--- config.mk ---
export PLATFORM = sky130hd
export DESIGN_NAME = control_pipe
export DESIGN_NICKNAME = d
export VERILOG_FILES = /design/src/rtl/control_pipe.sv
export SDC_FILE = /design/constraint.sdc
export NUM_CORES = 1
export LEC_CHECK = 0
export CAP_MARGIN = 20
export CORE_UTILIZATION = 35
export DETAILED_ROUTE_END_ITERATION = 16
export PLACE_DENSITY = 0.68
export SLEW_MARGIN = 10
export SYNTH_ARGS = -nofsm -noshare
export SYNTH_HDL_FRONTEND = slang
export SYNTH_SLANG_ARGS = --single-unit
--- constraint.sdc ---
create_clock -name clk -period 3.7 [get_ports clk]
set_clock_uncertainty 0.2 [all_clocks]
set_input_delay 0.555 -clock clk [delete_from_list [all_inputs] [get_ports clk]]
set_output_delay 0.555 -clock clk [all_outputs]
set_load 0.01 [all_outputs]
--- src/rtl/control_pipe.sv ---
// Control-path pipeline for the 5-stage core: carries the decoded control bundle through
// ID/EX, EX/MEM and MEM/WB, and generates load-use stalls, redirect flushes and forwarding selects.
module control_pipe #(
    parameter int unsigned REG_W  = 5,
    parameter int unsigned CTRL_W = 10
) (
    input  logic              clk,
    input  logic              rstn,
    input  logic              id_valid,
    input  logic [CTRL_W-1:0] id_ctrl,
    input  logic [REG_W-1:0]  id_rs1,
    input  logic [REG_W-1:0]  id_rs2,
    input  logic [REG_W-1:0]  id_rd,
    input  logic              ex_redirect,
    output logic              stall,
    output logic              flush_if_id,
    output logic              ex_valid,
    output logic              mem_valid,
    output logic              wb_valid,
    output logic [CTRL_W-1:0] ex_ctrl,
    output logic [CTRL_W-1:0] mem_ctrl,
    output logic [CTRL_W-1:0] wb_ctrl,
    output logic [REG_W-1:0]  ex_rs1,
    output logic [REG_W-1:0]  ex_rs2,
    output logic [REG_W-1:0]  ex_rd,
    output logic [REG_W-1:0]  mem_rd,
    output logic [REG_W-1:0]  wb_rd,
    output logic [1:0]        fwd_a,
    output logic [1:0]        fwd_b
);

    // Bundle layout, MSB first: {jump[1:0], branch, mem_read, mem_to_reg, alu_op[1:0],
    // mem_write, alu_src, reg_write}
    localparam int unsigned JumpHi   = 9;
    localparam int unsigned JumpLo   = 8;
    localparam int unsigned Branch   = 7;
    localparam int unsigned MemRead  = 6;
    localparam int unsigned MemWrite = 2;
    localparam int unsigned AluSrc   = 1;
    localparam int unsigned RegWrite = 0;

    localparam logic [1:0] FwdReg = 2'b00;
    localparam logic [1:0] FwdMem = 2'b10;
    localparam logic [1:0] FwdWb  = 2'b01;

    logic              ex_valid_q,  ex_valid_d;
    logic [CTRL_W-1:0] ex_ctrl_q,   ex_ctrl_d;
    logic [REG_W-1:0]  ex_rs1_q,    ex_rs1_d;
    logic [REG_W-1:0]  ex_rs2_q,    ex_rs2_d;
    logic [REG_W-1:0]  ex_rd_q,     ex_rd_d;
    logic              mem_valid_q;
    logic [CTRL_W-1:0] mem_ctrl_q;
    logic [REG_W-1:0]  mem_rd_q;
    logic              wb_valid_q;
    logic [CTRL_W-1:0] wb_ctrl_q;
    logic [REG_W-1:0]  wb_rd_q;

    logic [1:0] id_jump;
    logic       rs1_used;
    logic       rs2_used;
    logic       hazard;
    logic       mem_writes_reg;
    logic       wb_writes_reg;

    // Which sources the ID instruction really reads; JAL reads neither, I-type skips rs2.
    always_comb begin
        id_jump  = id_ctrl[JumpHi:JumpLo];
        rs1_used = id_valid & (id_jump != 2'b01);
        rs2_used = id_valid & (id_ctrl[MemWrite] |
                   (~id_ctrl[AluSrc] & (id_jump == 2'b00) &
                    (id_ctrl[RegWrite] | id_ctrl[Branch])));
    end

    always_comb begin
        hazard = ex_valid_q & ex_ctrl_q[MemRead] & (ex_rd_q != '0) &
                 ((rs1_used & (ex_rd_q == id_rs1)) | (rs2_used & (ex_rd_q == id_rs2)));
        stall       = hazard & ~ex_redirect;
        flush_if_id = ex_redirect;
    end

    // Redirect and load-use both insert a bubble; an invalid ID slot is zeroed the same way.
    always_comb begin
        ex_valid_d = 1'b0;
        ex_ctrl_d  = '0;
        ex_rs1_d   = '0;
        ex_rs2_d   = '0;
        ex_rd_d    = '0;
        if (!ex_redirect && !hazard && id_valid) begin
            ex_valid_d = 1'b1;
            ex_ctrl_d  = id_ctrl;
            ex_rs1_d   = id_rs1;
            ex_rs2_d   = id_rs2;
            ex_rd_d    = id_rd;
        end
    end

    always_ff @(posedge clk) begin
        if (!rstn) begin
            ex_valid_q  <= 1'b0;
            ex_ctrl_q   <= '0;
            ex_rs1_q    <= '0;
            ex_rs2_q    <= '0;
            ex_rd_q     <= '0;
            mem_valid_q <= 1'b0;
            mem_ctrl_q  <= '0;
            mem_rd_q    <= '0;
            wb_valid_q  <= 1'b0;
            wb_ctrl_q   <= '0;
            wb_rd_q     <= '0;
        end else begin
            ex_valid_q  <= ex_valid_d;
            ex_ctrl_q   <= ex_ctrl_d;
            ex_rs1_q    <= ex_rs1_d;
            ex_rs2_q    <= ex_rs2_d;
            ex_rd_q     <= ex_rd_d;
            mem_valid_q <= ex_valid_q;
            mem_ctrl_q  <= ex_ctrl_q;
            mem_rd_q    <= ex_rd_q;
            wb_valid_q  <= mem_valid_q;
            wb_ctrl_q   <= mem_ctrl_q;
            wb_rd_q     <= mem_rd_q;
        end
    end

    // x0 is hardwired, so a write to it must never be forwarded.
    always_comb begin
        mem_writes_reg = mem_valid_q & mem_ctrl_q[RegWrite] & (mem_rd_q != '0);
        wb_writes_reg  = wb_valid_q & wb_ctrl_q[RegWrite] & (wb_rd_q != '0);

        fwd_a = FwdReg;
        if (mem_writes_reg && (mem_rd_q == ex_rs1_q)) begin
            fwd_a = FwdMem;
        end else if (wb_writes_reg && (wb_rd_q == ex_rs1_q)) begin
            fwd_a = FwdWb;
        end

        fwd_b = FwdReg;
        if (mem_writes_reg && (mem_rd_q == ex_rs2_q)) begin
            fwd_b = FwdMem;
        end else if (wb_writes_reg && (wb_rd_q == ex_rs2_q)) begin
            fwd_b = FwdWb;
        end
    end

    always_comb begin
        ex_valid  = ex_valid_q;
        ex_ctrl   = ex_ctrl_q;
        ex_rs1    = ex_rs1_q;
        ex_rs2    = ex_rs2_q;
        ex_rd     = ex_rd_q;
        mem_valid = mem_valid_q;
        mem_ctrl  = mem_ctrl_q;
        mem_rd    = mem_rd_q;
        wb_valid  = wb_valid_q;
        wb_ctrl   = wb_ctrl_q;
        wb_rd     = wb_rd_q;
    end

endmodule
==> results by group <==
Synthesis
  – Area fraction in and, or, nand and nor cells after synthesis: 28.6%
  – Mux share of post-synthesis cell area: 0%
  – Dominant combinational cell family by area after synthesis: simple AND/OR/NAND/NOR gates
  – Mapped Nets: 214
  – Mean Syn Cell Area: 11.9 um2
  – Synthesized-area fraction occupied by adder cells: 0%
  – Seq/Total Area, Yosys: a little over half
  – Seq cells post-synth: 58
  – Post-synthesis instance total: between 150 and 200
  – Synth warnings: 0
  – Post-Synthesis Cell Area: 2200 um2
  – Distinct cell type count after synthesis: 28
  – Compound-Gate Fraction of Synth Area: 3.64%
  – Post-synthesis share of cell area spent on xor and xnor gates: 11.9%

STA
  – Final Hold Fails: 0
  – Crit path time final: 3.18 ns
  – Finish-stage setup viols: 0
  – Headroom to the max-slew limit: 68.4%
  – Worst hold slack across all endpoints: 0.259 ns
  – Maximum clock frequency: between 0.3 and 0.4 GHz
  – Final Worst Setup Slack: 0.517 ns
  – Tightest Pin Transition: around 0.47 ns
  – Unrepaired setup endpoints after global routing: false
  – Setup TNS: 0 ns
  – Final period utilization: approximately 86%
  – Max-slew violation count: 0

Worst setup path
  – Master of the slowest instance on the critical path: clkdlybuf4s50_1
  – Critical setup path kind: flip-flop to primary output
  – Ordered list of cells on the worst path: or4_1, o211ai_1, nor4_1, nor4_1, clkdlybuf4s50_1
  – Family with the most delay on the worst path: simple AND/OR/NAND/NOR gates
  – Kind of launch point of the worst setup path: flip-flop
  – Cell type with the highest occurrence count on the critical path: nor4_1
  – Worst stage delay on the critical path: 0.58 ns
  – Arrival time at the worst endpoint: between 2 and 2.5 ns
  – Capturing element type of the critical path: primary output
  – Crit path buf inv count: 1
  – Required @ worst endpoint: 2.94 ns
  – Highest net fanout along the worst path: 5

Drt
  – DR WL/cell: between 10 and 15 um
  – Met2 layer wire length in the routed design: between 2 and 3 mm
  – DRT Pass-1 Iters: 4
  – Number of nets with antenna violations after routing: 0
  – Sum of met3 wire segment lengths after detailed routing: ~270 um
  – Via density per instance: 4.38
  – Final Routed Wirelength: about 5 mm
  – DRC Markers: 0
  – Total via count after detailed routing: 1591
  – Wl on met1: 2.25 mm
  – Detailed Route Iter0 Violations: 49
  – Uppermost metal layer occupied by signal nets: met4

Power and ir drop
  – Logic pwr share: approximately 8.0%
  – Internal power summed over all cells: 1140 uW
  – Power dissipated by switching net loads: 293 uW
  – Net Sw Frac: 20.4%
  – Maximum vdd drop: 0.000251 V
  – Sequential power share: 45.3%
  – Leak: 0.00130 uW
  – Cell area power density: 421 nW/um2
  – Part of the total power dissipated in the clock network: 46.7%

Die
  – Die area: roughly 6600 um2
  – Core Rows: 28
  – Y dimension of the die: about 80 um
  – Width of the die: about 80 um
  – Area inside the core boundary: 5990 um2
  – Effective utilization at floorplan: 36.8%
  – Boundary pin count: 93

Placement
  – Worst slack, placed: 0.645 ns
  – Number of buffer cells added on primary ports: 92
  – Final estimated routing congestion in global placement: roughly 0.77
  – Half-perimeter wire length after detailed placement: roughly 3.9 mm

Clock network
  – Post-CTS sizing: 0
  – CTS tree: done
  – Clock insertion delay at the later pin of the skew report: 0.32 ns
  – Number of buffers added for setup after CTS: 0
  – Maximum clock insertion buffer count: 2
  – H-tree depth: 3
  – Clock root buffer: clkbuf_8
  – Clock input transition at the sequential cells of the worst setup and hold paths: roughly 0.06 ns
  – Number of buffers added to fix hold violations after cts: 0
  – Clock sink total: 58
  – Number of buffers added by the clock tree synthesis step: 9

GRT
  – GRT Util Overall: 16.8%
  – Vias in the first global route: 1556
  – Pin count of the biggest net entering global routing: 34
  – Global-route wire length before repair: 7.93 mm
  – Number of antenna violations at the first check in global routing: 0
  – Total gr overflow: 0

Final layout
  – # diodes: 0
  – Proportion of layout cells with a drive suffix above 1: 15.3%
  – Final net count: 312
  – Fill cell total of the finished layout: 519
  – Synthesis-to-finish area growth: 55.0%

Outcome
  – Outcome: completed

Worst hold path
  – Class of the most critical hold timing path: flip-flop to flip-flop

Job
  – Max-cap violation count: 0
## registers in the layout (all words and copies together), names as in the netlist, 5 cells and up
register / flops
ex_rs1: 5
mem_ctrl: 10
ex_rs2: 5
wb_rd: 5
wb_ctrl: 10
ex_ctrl: 10
mem_rd: 5
ex_rd: 5
## metal layers
metal	global-route usage (%)	vias up
met1	20.1	725
met2	27.1	48
li1	-	811
met4	7.86	0
met5	0	-
met3	5.17	7
## power by group through the flow
stage | Combinational, uW | Sequential, uW | Clock, uW
floorplan | 45.4 | 667 | 0
global placement | 115 | 664 | 0
CTS | 117 | 650 | 685
finish | 115 | 650 | 670
detailed placement | 116 | 664 | 0
global route | 124 | 651 | 713
## Yosys cell counts, drive strengths merged
cell type | count | area (um2)
a21oi | 1 | 5.00
and2 | 32 | 201
buf | 5 | 52.6
clkbuf | 3 | 11.3
dfxtp | 58 | 1160
inv | 1 | 3.75
nand2 | 2 | 7.51
nand3 | 4 | 20.0
nand4 | 1 | 6.26
nor2 | 4 | 15.0
nor3 | 5 | 30.0
nor3b | 24 | 270
nor4 | 4 | 40.0
o2111ai | 1 | 26.3
o211ai | 2 | 15.0
o21a | 1 | 7.51
o21ai | 1 | 5.00
o31ai | 1 | 21.3
or2 | 1 | 6.26
or4 | 4 | 33.8
xnor2 | 18 | 158
xor2 | 12 | 105
## cell usage in the layout, fill, tap and decap left out, drive strengths merged, types with 2 or more instances in the layout
cell type      count
buf                3
o211ai             2
xor2              12
nor3               5
nor4               4
clkdlybuf4s50     92
nor2               4
xnor2             18
or4                4
and2              32
bufinv             2
nor3b             24
nand3              4
nand2              2
dfxtp             58
clkbuf            12
## cells by family after synthesis
kind of cell           count (synthesis)
buffers and inverters                  9
XOR/XNOR                              30
flip-flops                            58
AND/OR/NAND/NOR                       81
AO/OA/AOI/OAI                          7
## area by class of cell
class                   instances  area (um2)  share of cell area (%)
inverters                       1        3.75                   0.110
clock buffers                  12         165                    4.84
clock inverters                 4        72.6                    2.13
well taps                      75        93.8                    2.75
repair buffers                 95         943                    27.6
flip-flops and latches         58        1160                    34.0
multi-input cells             118         973                    28.5
## through the flow
stage	total power, uW	std cells	utilization [%]	instance area (um2)
2_1_floorplan	712	185	-	2200
3_3_place_gp	779	347	53.0	3180
3_5_place_dp	780	347	53.0	3180
4_1_cts	1450	363	57.0	3410
5_1_grt	1490	363	57.0	3410
6_report	1440	363	57.0	3410
## path summary, 6_finish.rpt
| check | startpoint | endpoint | slack, ns | cells past startpoint |
|---|---|---|---|---|
| hold / removal | ex_ctrl[9]$_SDFF_PN0_ | mem_ctrl[9]$_SDFF_PN0_ | 0.26 | 1 |
| setup / recovery | mem_rd[1]$_SDFF_PN0_ | fwd_b[0] | 0.52 | 5 |
| hold reg to reg | ex_ctrl[9]$_SDFF_PN0_ | mem_ctrl[9]$_SDFF_PN0_ | 0.26 | 1 |
| setup reg to reg | ex_rd[2]$_SDFF_PN0_ | ex_rs2[2]$_SDFF_PN0_ | 1.56 | 5 |
No activity file was read; power rests on OpenSTA's default activity.
